File: src/rtl/alu_result_uart_tx.sv
// Queues 8-bit ALU results and sends each one LSB-first as a UART 8N1 frame.
// Latency: push at cycle N makes tx go low (start bit) at N+2 if idle; frame lasts 10*CLKS_PER_BIT cycles.
// Backpressure: result_ready drops while the FIFO is full; a push while full is dropped and sets sticky overflow.
module alu_result_uart_tx #(
    parameter int CLKS_PER_BIT = 16,
    parameter int FIFO_DEPTH   = 4
) (
    input  logic                          clk,
    input  logic                          rst,
    input  logic [7:0]                    result_in,
    input  logic                          result_valid,
    output logic                          result_ready,
    output logic                          tx,
    output logic                          busy,
    output logic [$clog2(FIFO_DEPTH):0]   fifo_count,
    output logic                          overflow
);

    localparam int          AW       = $clog2(FIFO_DEPTH);
    localparam logic [15:0] BIT_LAST = 16'(CLKS_PER_BIT - 1);

    typedef enum logic [1:0] {IDLE, START, DATA, STOP} state_t;

    state_t        state;
    logic [15:0]   timer;
    logic [2:0]    bit_idx;
    logic [7:0]    shift_reg;
    logic [7:0]    mem [FIFO_DEPTH];
    logic [AW-1:0] wr_ptr;
    logic [AW-1:0] rd_ptr;
    logic          full;
    logic          push;
    logic          pop;
    logic          bit_done;

    // Full is judged on the start-of-cycle count, so a pop in the same cycle never rescues a push.
    assign full         = (fifo_count == (AW+1)'(FIFO_DEPTH));
    assign push         = result_valid && !full;
    assign bit_done     = (timer == BIT_LAST);
    assign pop          = (fifo_count != '0) && ((state == IDLE) || (state == STOP && bit_done));
    assign result_ready = !full;

    always_ff @(posedge clk) begin
        if (push) begin
            mem[wr_ptr] <= result_in;
        end
    end

    always_ff @(posedge clk) begin
        if (rst) begin
            wr_ptr     <= '0;
            rd_ptr     <= '0;
            fifo_count <= '0;
            overflow   <= 1'b0;
        end else begin
            if (push) begin
                wr_ptr <= wr_ptr + AW'(1);
            end
            if (pop) begin
                rd_ptr <= rd_ptr + AW'(1);
            end
            if (result_valid && full) begin
                overflow <= 1'b1;
            end
            case ({push, pop})
                2'b10:   fifo_count <= fifo_count + (AW+1)'(1);
                2'b01:   fifo_count <= fifo_count - (AW+1)'(1);
                default: fifo_count <= fifo_count;
            endcase
        end
    end

    // tx/busy are loaded with the value belonging to the state being entered.
    always_ff @(posedge clk) begin
        if (rst) begin
            state     <= IDLE;
            timer     <= '0;
            bit_idx   <= '0;
            shift_reg <= '0;
            tx        <= 1'b1;
            busy      <= 1'b0;
        end else if (pop) begin
            shift_reg <= mem[rd_ptr];
            state     <= START;
            timer     <= '0;
            bit_idx   <= '0;
            tx        <= 1'b0;
            busy      <= 1'b1;
        end else begin
            case (state)
                IDLE: begin
                    tx   <= 1'b1;
                    busy <= 1'b0;
                end
                START: begin
                    if (bit_done) begin
                        state   <= DATA;
                        timer   <= '0;
                        bit_idx <= '0;
                        tx      <= shift_reg[0];
                    end else begin
                        timer <= timer + 16'd1;
                    end
                end
                DATA: begin
                    if (bit_done) begin
                        timer <= '0;
                        if (bit_idx == 3'd7) begin
                            state <= STOP;
                            tx    <= 1'b1;
                        end else begin
                            shift_reg <= {1'b0, shift_reg[7:1]};
                            bit_idx   <= bit_idx + 3'd1;
                            tx        <= shift_reg[1];
                        end
                    end else begin
                        timer <= timer + 16'd1;
                    end
                end
                STOP: begin
                    if (bit_done) begin
                        state <= IDLE;
                        timer <= '0;
                        tx    <= 1'b1;
                        busy  <= 1'b0;
                    end else begin
                        timer <= timer + 16'd1;
                    end
                end
                default: state <= IDLE;
            endcase
        end
    end

endmodule

File: config.mk
export PLATFORM = sky130hd
export DESIGN_NAME = alu_result_uart_tx
export DESIGN_NICKNAME = d
export VERILOG_FILES = /design/src/rtl/alu_result_uart_tx.sv
export SDC_FILE = /design/constraint.sdc
export NUM_CORES = 1
export LEC_CHECK = 0
export ABC_AREA = 1
export CORE_ASPECT_RATIO = 1.2
export CORE_UTILIZATION = 30
export CTS_CLUSTER_SIZE = 12
export DETAILED_ROUTE_END_ITERATION = 12
export PLACE_DENSITY_LB_ADDON = 0.12
export SLEW_MARGIN = 20
export SYNTH_ARGS = -nofsm -noshare
export SYNTH_HDL_FRONTEND = slang
export SYNTH_SLANG_ARGS = --single-unit
File: constraint.sdc
create_clock -name clk -period 7 [get_ports clk]
set_input_delay 1.4 -clock clk [delete_from_list [all_inputs] [get_ports clk]]
set_output_delay 1.4 -clock clk [all_outputs]
set_load 0.1 [all_outputs]
-- Word-level counts from Yosys, hierarchy flattened
Memories as Yosys holds them, arrays and structs flattened. A register that Yosys moved wholly into a read port is not among the register bits.
Index checks and enable logic that the tools add are counted.
- output and inout bits: 7
- bits in latches: 0
- bits in read-only memories: 0
- memories kept: 1
- bits in writable memories: 32
- register bits after elaboration: 39
- memory list (name ; words ; bits a word ; rd ports ; clocked after memory_dff ; write ports ; line ; RTL):
    mem ; 4 ; 8 ; 1 ; 1 ; 1 ; 28 ; logic [7:0] mem [FIFO_DEPTH];
- reduce and logical (&&, ||, !) cells: 23
- div/mod/pow operators: 0
- mux-type cells: 29
- eq/ne operators: 18
- multipliers: 0
- magnitude comparators: 0
- add/sub/neg operators: 6
- bitwise logic cells: 0
- shift operators: 0
- operator list (kind ; count):
    two-way mux 8 bit ; 4
    adder 16 x 1 -> 16 bit (second input constant) ; 1
    equality test 16 x 4 -> 1 bit (second input constant) ; 1
    two-way mux 16 bit ; 1
    two-way mux 2 bit ; 6
    != test 2 bit (second input constant) ; 6
    != test 3 bit (second input constant) ; 4
    one-hot mux 3 bit (2 select lines) ; 2
    two-way mux 1 bit ; 10
    AND reduction 5 bit ; 2
    two-way mux 3 bit ; 3
    nonzero test 3 bit ; 3
    nonzero test 2 bit ; 4
    adder 3 x 1 -> 3 bit (second input constant) ; 2
    equality test 2 bit (second input constant) ; 3
    equality test 3 bit (second input constant) ; 2
    one-hot mux 2 bit (3 select lines) ; 1
    AND reduction 3 bit ; 2
    adder 2 x 1 -> 2 bit (second input constant) ; 2
    equality test 2 x 1 -> 1 bit (second input constant) ; 2
    logical AND 1 bit ; 4
    one-hot mux 1 bit (4 select lines) ; 1
    AND reduction 4 bit ; 1
    nonzero test 4 bit ; 1
    other kinds (8) ; 8

-- Depth between registers and ports, before layout
- depth after elaboration: 6
- mapped depth: 14

-- Worst setup path after synthesis
No wires, ideal clock.
- kind: flip-flop to flip-flop
- from: register fifo_count[2]
- to: register fifo_count[2]
- cell stages (with the launch flop): 10
- slack: 3.354 ns
- clock period less this slack: 3.646 ns
- buffers on the path: 0
- arrival: 3.522 ns
- library setup time: 0.124 ns
- cell sequence: dfxtp_1 > nand3_1 > nand2_1 > ha_1 > inv_1 > fa_1 > a21oi_1 > o21ai_0 > o21ai_0 > a21oi_1
- cells in the longest elaborated chain, start to end: 5
- elaborated cells on any way between the ends: 11
- RTL lines (what ; line ; RTL):
    start, declared ; 15 ; output logic [$clog2(FIFO_DEPTH):0] fifo_count,
    start signal, assigned ; 66 ; 2'b10: fifo_count <= fifo_count + (AW+1)'(1);
    start signal, assigned ; 67 ; 2'b01: fifo_count <= fifo_count - (AW+1)'(1);
    start signal, assigned ; 68 ; default: fifo_count <= fifo_count;
    equality test 3 bit (*) ; 37 ; assign full = (fifo_count == (AW+1)'(FIFO_DEPTH));
    logical NOT 1 bit (*) ; -- ;
    named net result_ready ; 12 ; output logic result_ready,
    logical AND 1 bit (*) ; 38 ; assign push = result_valid && !full;
    equality test 2 x 1 -> 1 bit or equality test 2 bit (tied branches) ; 65 ; case ({push, pop})
    one-hot mux 3 bit (2 select lines) or nonzero test 2 bit (tied branches) ; -- ;
The timed path passes the listed nets; every way through them passes the cells marked *.
A chain may end at the register's enable or synchronous reset.

-- Worst setup path in the final report
- from: register fifo_count[1]
- to: output port result_ready
- cells in the longest elaborated chain, start to end: 2
- RTL lines (what ; line ; RTL):
    equality test 3 bit ; 37 ;
    logical NOT 1 bit ; 41 ; assign result_ready = !full;
    end, declared ; 12 ;
No other way between the ends.

==> run_results.csv <==
group,metric,value,unit
run_status,status,"complete, no violations",
hold_path,hold_class,"reg -> reg",
job,maxCapViolCount,0,
clocking,htree_levels,3,
timing,hold_viol_final,0,
logic_synthesis,async_reset_ff_frac,0,
placed_design,io_buffers,17,
die,fp.dieH,118,um
logic_synthesis,ys_ff_latch,73,
layout,drive_gt1_frac,0.0681,
logic_synthesis,ys_seq_area_frac,0.531,
timing,tightest_slew,0.970,ns
grt,grt_max_degree,24,
timing,fmax,291,MHz
die,dieArea,11600,um^2
placed_design,dp_hpwl,4680,um
logic_synthesis,synth_fp_nets,413,
logic_synthesis,yosys_warnings,0,
clocking,cts_resized,0,
routing,wl_met1,3160,um
worst_setup_path,crit_path_end_kind,"primary output",
pwr,vdd_drop_max,0.000159,V
timing,min_period_over_period,0.490,
logic_synthesis,synthTopCellsByArea,"edfxtp_1 29%, dfxtp_1 24%, nand2_1 10%",
layout,final_nets,431,
placed_design,place_congestion,0.761,
die,rows,41,
layout,register_area,1780,um^2
grt,antenna_found_initial,0,
routing,viasPerCell,4.64,
layout,largest_reg_flops,32,
clocking,clkSinkCount,73,
timing,max_slew_margin,0.351,
layout,fillers,1078,
worst_setup_path,cp_cell_sequence,"inv_1 > nand3_1 > clkdlybuf4s50_1",
timing,fin_skew,0.00538,ns
worst_setup_path,startpoint_type,"register",
logic_synthesis,yosysTopAreaCell,"edfxtp_1",
routing,postRouteWirelength,6910,um
routing,wl_per_cell,12.8,um
layout,diodes,0,
logic_synthesis,syn_inst,388,
logic_synthesis,synth.cell_area,3360,um^2
worst_setup_path,cp_max_fo,4,
routing,post-route-drc-count,0,
clocking,clkTransAtPathRegs,0.06,ns
routing,drt-pass1-iter-count,4,
clocking,cts.path.max_buffers,2,
die,start_util,0.313,
logic_synthesis,synth_edf_count,32,
grt,grt_pass1_vias,2478,
die,die_w,98.6,um
routing,first_iter_violations,85,
worst_setup_path,rrSetupSlack,4.33,ns
logic_synthesis,yosys.area.top_type_share,0.286,
timing,setup-tns-final,0,ns
pwr,finalPower,1.56,mW
timing,rsz0062_at_grt,"no",
routing,vias,2506,
pwr,p_per_area,395,nW/um^2
timing,drv_slew,0,
grt,grt_use_total,0.131,
worst_setup_path,cp.arrival,2.03,ns
logic_synthesis,yosys-top-cells-count,"92 x nand2_1, 46 x nor2_1, 41 x dfxtp_1",
timing,finalSetupViolCount,0,
die,core_area,10700,um^2
grt,grt_pass1_wl,11700,um
clocking,cts_buffers,9,
placed_design,placed_area,3640,um^2
worst_setup_path,critPathMaxStageDelay,1.13,ns
worst_setup_path,critPathRequiredTime,5.60,ns
routing,drtAntennaViolNets,0,
logic_synthesis,post-synth-top-count-cell,"nand2_1",
logic_synthesis,synth.distinct_cells,28,
timing,finalCriticalPeriod,3.43,ns
clocking,insertion_delay,0.33,ns
clocking,cts_tree,"built",
clocking,root_buffer,"clkbuf_16",
clocking,ctsHoldBuffers,0,
die,ioPinCount,18,
worst_setup_path,cpMaxStageDelayCell,"clkdlybuf4s50_1",
routing,top_layer_used,"met4",
layout,multi_input_area,1380,um^2
layout,area_delta_synth_final,17.9,%
logic_synthesis,syn_avg_cell_area,8.65,um^2
grt,grt_overflow,0,
layout,final_cell_area,3960,um^2
routing,dr_wl_met3,151,um
logic_synthesis,synth_ff_type,"dfxtp_1",
clocking,postCtsSetupRepairBufs,0,
pwr,power_leakage,1.55,nW
worst_setup_path,worst-setup-path-type,"reg -> out",
routing,wl_met2,3370,um
metrics by stage:
| step | util | instances | hold WS (ns) | setup slack (ns) |
|---|---|---|---|---|
| 2_1_floorplan | - | 388 | 0.443 | 3.35 |
| 3_3_place_gp | 0.339 | 524 | 0.440 | 3.66 |
| 3_5_place_dp | 0.339 | 524 | 0.449 | 3.58 |
| 4_1_cts | 0.369 | 540 | 0.458 | 3.54 |
| 5_1_grt | 0.369 | 540 | 0.479 | 3.46 |
| 6_report | 0.369 | 540 | 0.454 | 3.57 |
where the power goes:
group,total (mW),internal [mW],switching [mW],leakage (nW)
Sequential,0.562,0.516,0.0463,0.628
Combinational,0.506,0.143,0.363,0.755
Clock,0.497,0.322,0.175,0.162
Total,1.56,0.981,0.584,1.55
per-layer routing:
metal  up-vias  global-route usage
met5         -                   0
met4         0              0.0868
met3        17              0.0303
met2        32               0.213
met1      1148               0.154
li1       1309                   -
worst max-delay path: cells and delay by family (launching register included):
family / cells / cell delay, ns
buf+inv: 2 / 1.23
flops: 1 / 0.35
simple gates: 1 / 0.11
worst paths after layout:
kind,from,to,cells past startpoint
worst min-delay path,overflow$_SDFFE_PP0P_,overflow$_SDFFE_PP0P_,2
worst max-delay path,fifo_count[1]$_SDFFE_PP0P_,result_ready,3
worst min register to register,overflow$_SDFFE_PP0P_,overflow$_SDFFE_PP0P_,2
worst max register to register,state[0]$_SDFFE_PP0P_,fifo_count[2]$_SDFFE_PP0P_,13
cell usage in the layout, fill, tap and decap left out:
cell             instances
nand3b_1                 1
nand3_1                 37
o21ai_1                  1
nand3_2                  2
clkbuf_2                 1
clkinv_2                 2
or2_0                    1
nand4_1                  6
xor2_1                  12
nor2_2                   6
clkbuf_8                 1
dfxtp_1                 41
nand2_4                  2
clkbuf_16                9
inv_2                    1
bufinv_16                2
clkinv_4                 1
nand2_1                 92
a31o_2                   1
fa_1                     1
o22ai_1                  2
a21oi_1                 25
clkdlybuf4s50_1         17
xnor2_1                  2
edfxtp_1                32
o211ai_1                 1
ha_1                    13
nor3_1                   5
o21ai_0                 12
nor2_1                  46
inv_1                   36
cell type report:
cell class | instances | area share
tap | 129 | 0.0408
sequential | 73 | 0.450
inverter | 37 | 0.0351
timing repair buffer | 17 | 0.0430
multi-input combinational | 268 | 0.350
clock inverter | 5 | 0.0199
clock buffer | 11 | 0.0616
kinds of logic (layout without fill, tap and decap cells):
logic type | after synthesis | count (layout) | share of synthesized area
flops | 73 | 73 | 0.531
simple gates | 198 | 198 | 0.256
fa+ha+maj | 14 | 14 | 0.0544
xor+xnor | 14 | 14 | 0.0365
compound gates | 42 | 42 | 0.0652
buf+inv | 47 | 70 | 0.0570
No activity file was read; power rests on OpenSTA's default activity.
